## src/rtl/rom_arbiter.sv

```systemverilog
// rtl/rom_arbiter.sv - round-robin arbiter sharing one combinational 16x2 lookup ROM between two requesters
// Optional macro ROM_SCAN_EN adds a full-ROM checksum scan (scan_start/scan_done/scan_sum).
module rom_arbiter #(
  parameter int AW = 4,
  parameter int DW = 2
) (
  input  logic             clk,
  input  logic             rst_n,
  input  logic             req0_valid,
  input  logic [AW-1:0]    req0_addr,
  output logic             req0_ready,
  input  logic             req1_valid,
  input  logic [AW-1:0]    req1_addr,
  output logic             req1_ready,
  output logic             rsp0_valid,
  output logic [DW-1:0]    rsp0_data,
  input  logic             rsp0_ready,
  output logic             rsp1_valid,
  output logic [DW-1:0]    rsp1_data,
  input  logic             rsp1_ready,
  output logic [AW-1:0]    rom_addr,
  input  logic [DW-1:0]    rom_data,
  output logic             busy
`ifdef ROM_SCAN_EN
  ,
  input  logic             scan_start,
  output logic             scan_done,
  output logic [AW+DW-1:0] scan_sum
`endif
);

`ifdef ROM_SCAN_EN
  typedef enum logic [1:0] {IDLE, LOOKUP, SCAN} state_t;
`else
  typedef enum logic {IDLE, LOOKUP} state_t;
`endif

  state_t          state_q;
  logic [AW-1:0]   rom_addr_q;
  logic            owner_q;
  logic            last_q;       // 1 = requester 1 was granted last, so requester 0 is favoured
  logic            busy_q;
  logic            rsp0_valid_q, rsp1_valid_q;
  logic [DW-1:0]   rsp0_data_q, rsp1_data_q;

  logic elig0, elig1, pick1, scan_go, can_grant;

  assign elig0 = req0_valid & ~rsp0_valid_q;
  assign elig1 = req1_valid & ~rsp1_valid_q;
  assign pick1 = elig1 & (~elig0 | ~last_q);

`ifdef ROM_SCAN_EN
  logic [AW+DW-1:0] acc_q, acc_d, scan_sum_q;
  logic             scan_done_q;
  assign acc_d   = acc_q + (AW+DW)'(rom_data);
  assign scan_go = (state_q == IDLE) & scan_start;
`else
  assign scan_go = 1'b0;
`endif

  // A starting scan pre-empts both requesters; ready is forced low while reset is held.
  assign can_grant  = rst_n & (state_q == IDLE) & ~scan_go;
  assign req0_ready = can_grant & elig0 & ~pick1;
  assign req1_ready = can_grant & pick1;

  always_ff @(posedge clk or negedge rst_n) begin
    if (!rst_n) begin
      state_q      <= IDLE;
      rom_addr_q   <= '0;
      owner_q      <= 1'b0;
      last_q       <= 1'b1;
      busy_q       <= 1'b0;
      rsp0_valid_q <= 1'b0;
      rsp1_valid_q <= 1'b0;
      rsp0_data_q  <= '0;
      rsp1_data_q  <= '0;
`ifdef ROM_SCAN_EN
      acc_q        <= '0;
      scan_sum_q   <= '0;
      scan_done_q  <= 1'b0;
`endif
    end else begin
      if (rsp0_valid_q && rsp0_ready) rsp0_valid_q <= 1'b0;
      if (rsp1_valid_q && rsp1_ready) rsp1_valid_q <= 1'b0;
`ifdef ROM_SCAN_EN
      scan_done_q <= 1'b0;
`endif
      case (state_q)
        IDLE: begin
`ifdef ROM_SCAN_EN
          if (scan_go) begin
            rom_addr_q <= '0;
            acc_q      <= '0;
            busy_q     <= 1'b1;
            state_q    <= SCAN;
          end else
`endif
          if (req0_valid && req0_ready) begin
            rom_addr_q <= req0_addr;
            owner_q    <= 1'b0;
            last_q     <= 1'b0;
            busy_q     <= 1'b1;
            state_q    <= LOOKUP;
          end else if (req1_valid && req1_ready) begin
            rom_addr_q <= req1_addr;
            owner_q    <= 1'b1;
            last_q     <= 1'b1;
            busy_q     <= 1'b1;
            state_q    <= LOOKUP;
          end
        end
        LOOKUP: begin
          if (owner_q) begin
            rsp1_data_q  <= rom_data;
            rsp1_valid_q <= 1'b1;
          end else begin
            rsp0_data_q  <= rom_data;
            rsp0_valid_q <= 1'b1;
          end
          busy_q  <= 1'b0;
          state_q <= IDLE;
        end
`ifdef ROM_SCAN_EN
        SCAN: begin
          if (rom_addr_q == {AW{1'b1}}) begin
            scan_sum_q  <= acc_d;
            scan_done_q <= 1'b1;
            busy_q      <= 1'b0;
            state_q     <= IDLE;
          end else begin
            acc_q      <= acc_d;
            rom_addr_q <= rom_addr_q + AW'(1);
          end
        end
`endif
        default: state_q <= IDLE;
      endcase
    end
  end

  assign rom_addr   = rom_addr_q;
  assign busy       = busy_q;
  assign rsp0_valid = rsp0_valid_q;
  assign rsp1_valid = rsp1_valid_q;
  assign rsp0_data  = rsp0_data_q;
  assign rsp1_data  = rsp1_data_q;
`ifdef ROM_SCAN_EN
  assign scan_done  = scan_done_q;
  assign scan_sum   = scan_sum_q;
`endif

endmodule
```

## config.mk

```make
export PLATFORM = sky130hd
export DESIGN_NAME = rom_arbiter
export DESIGN_NICKNAME = d
export VERILOG_FILES = /design/src/rtl/rom_arbiter.sv
export SDC_FILE = /design/constraint.sdc
export NUM_CORES = 1
export LEC_CHECK = 0
export CAP_MARGIN = 20
export CORE_AREA = 2 2 39 41
export CTS_CLUSTER_SIZE = 25
export DETAILED_ROUTE_END_ITERATION = 12
export DIE_AREA = 0 0 41 43
export DONT_BUFFER_PORTS = 1
export PLACE_DENSITY = 0.6
export RECOVER_POWER = 50
export REMOVE_ABC_BUFFERS = 1
export SLEW_MARGIN = 20
export SYNTH_ARGS = -nofsm -noshare
export SYNTH_HDL_FRONTEND = slang
export SYNTH_SLANG_ARGS = --single-unit
```

## constraint.sdc

```tcl
create_clock -name clk -period 1.4 [get_ports clk]
set_input_delay 0.21 -clock clk [delete_from_list [all_inputs] [get_ports clk]]
set_output_delay 0.21 -clock clk [all_outputs]
set_load 0.005 [all_outputs]
```

# [Yosys cells after proc, flatten, opt, wreduce, memory -nomap -nowiden]
# Index checks and enable logic that the tools add are counted.
# W data, S select, Z words.
[classes] mux=15 n_bitwise=15 n_eq_ne=1 n_reduce_logical=8
[ops] cell="$mux W1" n=11
[ops] cell="$mux W4" n=2
[ops] cell="$and A1 B1 Y1" n=7
[ops] cell="$not A1 Y1" n=7
[ops] cell="$reduce_and A2 Y1" n=3
[ops] cell="$logic_and A1 B1 Y1" n=4
[ops] cell="$pmux W1 S2" n=2
[ops] cell="$ne A3 B1 Y1 const B" n=1
[ops] cell="$reduce_bool A2 Y1" n=1
[ops] cell="$or A1 B1 Y1" n=1
[totals] in_bits=16 output_inout_bits=13 reg_bits=14

# [Logic depth before layout (Yosys ltp)]
[logic_depth] ltp_word=10 ltp_mapped=4 mapped_depth_nobuf=3

# [Worst setup path after synthesis]
# Ideal clock, no wire load.
[synth_timing] path_kind="reg2reg" start="register last_q" end="register rom_addr_q[0] (netlist: rom_addr[0])" path_stages_with_launch=5 period_less_slack_ps=1240 setup_time_ps=104 setup_slack_ps=160 t_arrival_ps=1136 path_cell_list="dfstp_2 nand3b_1 and3_1 buf_6 a221oi_1"
[synth_rtl] item="from (decl)" line_no="41" rtl="logic last_q;"
[synth_rtl] item="from (signal assigned)" line_no="71" rtl="last_q <= 1'b1;"
[synth_rtl] item="from (signal assigned)" line_no="101" rtl="last_q <= 1'b0;"
[synth_rtl] item="from (signal assigned)" line_no="107" rtl="last_q <= 1'b1;"
[synth_rtl] item="$not A1 Y1" line_no="50" rtl="assign pick1 = elig1 & (~elig0 | ~last_q);"
[synth_rtl] item="$or A1 B1 Y1" line_no="50"
[synth_rtl] item="$and A1 B1 Y1" line_no="50"
[synth_rtl] item="$and A1 B1 Y1" line_no="64" rtl="assign req1_ready = can_grant & pick1;"
[synth_rtl] item="net req1_ready" line_no="14" rtl="output logic req1_ready,"
[synth_rtl] item="$logic_and A1 B1 Y1" line_no="104" rtl="end else if (req1_valid && req1_ready) begin"
[synth_rtl] item="$reduce_bool A2 Y1 (no line)"
[synth_rtl] item="$reduce_and A2 Y1 (no line)"
[synth_rtl] item="to (signal assigned)" line_no="99" rtl="rom_addr_q <= req0_addr;"
[synth_rtl] item="to (signal assigned)" line_no="105" rtl="rom_addr_q <= req1_addr;"
[synth_rtl] item="to (decl)" line_no="39" rtl="logic [AW-1:0] rom_addr_q;"
# The timed path passes the listed nets, and every way through them passes these cells.
# A chain may end at the register's enable or synchronous reset.

# [Worst setup path in the final report]
[layout_timing] start="register state_q" end="output req0_ready"
[layout_via] elab_chain_len=4
[layout_rtl] item="from (decl)" line_no="38" rtl="state_t state_q;"
[layout_rtl] item="from (signal assigned)" line_no="68" rtl="state_q <= IDLE;"
[layout_rtl] item="from (signal assigned)" line_no="103" rtl="state_q <= LOOKUP;"
[layout_rtl] item="from (signal assigned)" line_no="109" rtl="state_q <= LOOKUP;"
[layout_rtl] item="$not A1 Y1 (no line)"
[layout_rtl] item="$and A1 B1 Y1" line_no="62" rtl="assign can_grant = rst_n & (state_q == IDLE) & ~scan_go;"
[layout_rtl] item="$and A1 B1 Y1 (2 in a row)" line_no="63" rtl="assign req0_ready = can_grant & elig0 & ~pick1;"
[layout_rtl] item="to (decl)" line_no="11" rtl="output logic req0_ready,"
# Every way passes these cells.

==> run metrics <==
outcome finished clean; Final period util 0.9609; Slowest cell on crit path dfrtp_1; cell area after layout 740.7 um^2; CP startpoint kind register; total track usage 0.1651; Skew-Pair Late Insertion Delay 0.27 ns; via count 441; total grt overflow 0; die area 1763 um^2; CTS tree done; Power Dens Cells 1891 nW/um^2; first-pass GRT wire length 1897 um; CP endpoint kind output pin; First-pass DRT Iterations 4; Detailed Place HPWL 819.2 um; Netlist Area Pre-Place 628.1 um^2; pre-CTS setup slack 0.07837 ns; CTS HTree Levels 1; n_diodes 0; clk_skew 0.003643 ns; Yosys reg bits 14; RSZ-0062 raised after global routing yes; Hold Vio Cnt, Final 0; Synth warnings 0; slew of the pin with the lowest slew margin 0.6299 ns; Clock Tree Buf Depth 2; cell leakage power 0.3601 nW; Total Wirelength 1183 um; DRC violations left 0; FMAX 743.4 MHz; Avg Cell Area, Syn 11.02 um^2; Top Family by Delay on Critical Path flip-flops; crit path kind reg -> out; I/O pin count 29; commonest non-fill, non-tap cells in the layout inv_1 (12), dfrtp_1 (12), mux2_2 (4), nor3_1 (4), a221oi_1 (4); crit path DAT 1.14 ns; Min-Delay Path Depth 1; CTS buffer count 3; Hold Path Class in -> reg; maximum fanout along the worst path 6; fin crit period 1.345 ns; Worst path depth 2; Worst-path clk slew 0.08 ns; pin count of the biggest net entering global routing 15; Die Y 43 um; layout net count 80; max cap viols 0; Setup violations, final 0; final antenna-violating net count 0; fin worst setup slack 0.05479 ns; drt wl/cell 14.97 um; DP Area 646.9 um^2; Sink Count 14; Max-slew headroom 0.5787; # port buffers 0; vias per std cell 5.582; core area 1384 um^2; Slew Limit Fails 0; Critical Path RT 1.19 ns; Initial Util 0.4539; Root Buffer clkbuf_4; GPL Wtd Cong 0.7104; initial antenna violation count 0; synth-to-layout area growth 17.93%; DIE WIDTH 41 um; Cell Chain, Critical Path nand4bb_4 -> nor2_4; vias in the first global route 433; peak supply drop 0.001050 V; number of distinct library cells after synthesis 21; # rows 14; worst path buffer plus inverter count 0; reg2reg path depth 3; sequential area share after synthesis 0.5598; Iteration-0 DRC Markers 3; Critical Path Max Stage Delay 0.43 ns; Mapped Cells 57; share of layout cells above drive strength 1 0.3175
flip-flops by register name, indices dropped and copies added (netlist names):
| name | cells |
|---|---|
| rom_addr | 4 |
| rsp0_data | 2 |
| rsp1_data | 2 |
| busy | 1 |
| last_q | 1 |
| owner_q | 1 |
| rsp0_valid | 1 |
| rsp1_valid | 1 |
| state_q | 1 |
worst reg2reg max path: stages (launching register included):
cell      delay (ns)
dfstp_2         0.55
nand3b_1        0.09
and3_4          0.21
a221oi_1        0.31
synth_stat cells, drive strengths merged:
| library cell | n | area share |
|---|---|---|
| a21o | 3 | 0.036 |
| clkbuf | 1 | 0.0080 |
| o21ai | 3 | 0.024 |
| nor2b | 3 | 0.038 |
| nor3 | 4 | 0.032 |
| dfstp | 1 | 0.042 |
| a221oi | 4 | 0.056 |
| inv | 12 | 0.072 |
| and3 | 1 | 0.010 |
| nor2 | 1 | 0.0060 |
| a21oi | 1 | 0.0080 |
| and2b | 1 | 0.014 |
| mux2 | 4 | 0.072 |
| nand4bb | 1 | 0.018 |
| dfrtp | 13 | 0.52 |
| nor3b | 1 | 0.012 |
| buf | 1 | 0.018 |
| nand2 | 1 | 0.0060 |
| nand3b | 1 | 0.012 |
final cells by class:
class,instances,area [um^2]
Fill cell,131,643.1
Sequential cell,14,352.8
Multi-Input combinational cell,29,254.0
Inverter,12,45.04
Clock buffer,4,36.28
Timing Repair Buffer,4,32.53
Tap cell,16,20.02
timing repair:
action                                 CTS  global route
hold buffers                             1             0
endpoints found under the hold margin   14             0
pin swaps                                0             4
setup endpoints to repair                2             4
gates resized for setup                  4             5
setup buffers                            0             1
cell families after synthesis:
family / share of synthesized area
muxes: 0.07171
DFF: 0.5598
AOI/OAI and AO/OA: 0.1235
and+or+nand+nor: 0.1474
buffers and inverters: 0.09760
path summary, 6_finish.rpt:
path	startpoint	endpoint	slack [ns]
worst max-delay path	state_q$_DFF_PN0_	req0_ready	0.05
worst min-delay path	rsp1_ready	rsp1_valid$_DFF_PN0_	0.02
worst max register to register	last_q$_DFFE_PN1P_	rom_addr[1]$_DFFE_PN0P_	0.14
worst min register to register	owner_q$_DFFE_PN0P_	owner_q$_DFFE_PN0P_	0.51
max in group asynchronous	rst_n	rsp1_valid$_DFF_PN0_	0.57
min in group asynchronous	rst_n	busy$_DFFE_PN0P_	0.39
per-layer routing:
metal  track usage  vias up  share of wire
li1              -      205              -
met3       0.05759        2          0.063
met2        0.2469       16           0.52
met5             0        -              0
met4        0.1000        0          0.013
met1        0.1931      218           0.40
per-stage QoR:
step / setup TNS, ns / util / total power [W] / hold slack [ns] / instances
floorplan: 0 / - / 0.0009747 / -0.08559 / 55
global placement: 0 / 0.4675 / 0.001062 / -0.08511 / 73
detailed placement: 0 / 0.4675 / 0.001072 / -0.08512 / 73
CTS: 0 / 0.5154 / 0.001384 / 0.01981 / 78
global route: -0.01963 / 0.5353 / 0.001514 / 0.02150 / 79
finish: 0 / 0.5353 / 0.001400 / 0.02411 / 79
report_power, final:
part | internal [W] | switching, W
sequential | 0.000600 | 0.000160
combinational | 0.000212 | 0.000149
clock | 0.000158 | 0.000122
Power figures use the tool's default switching activity.
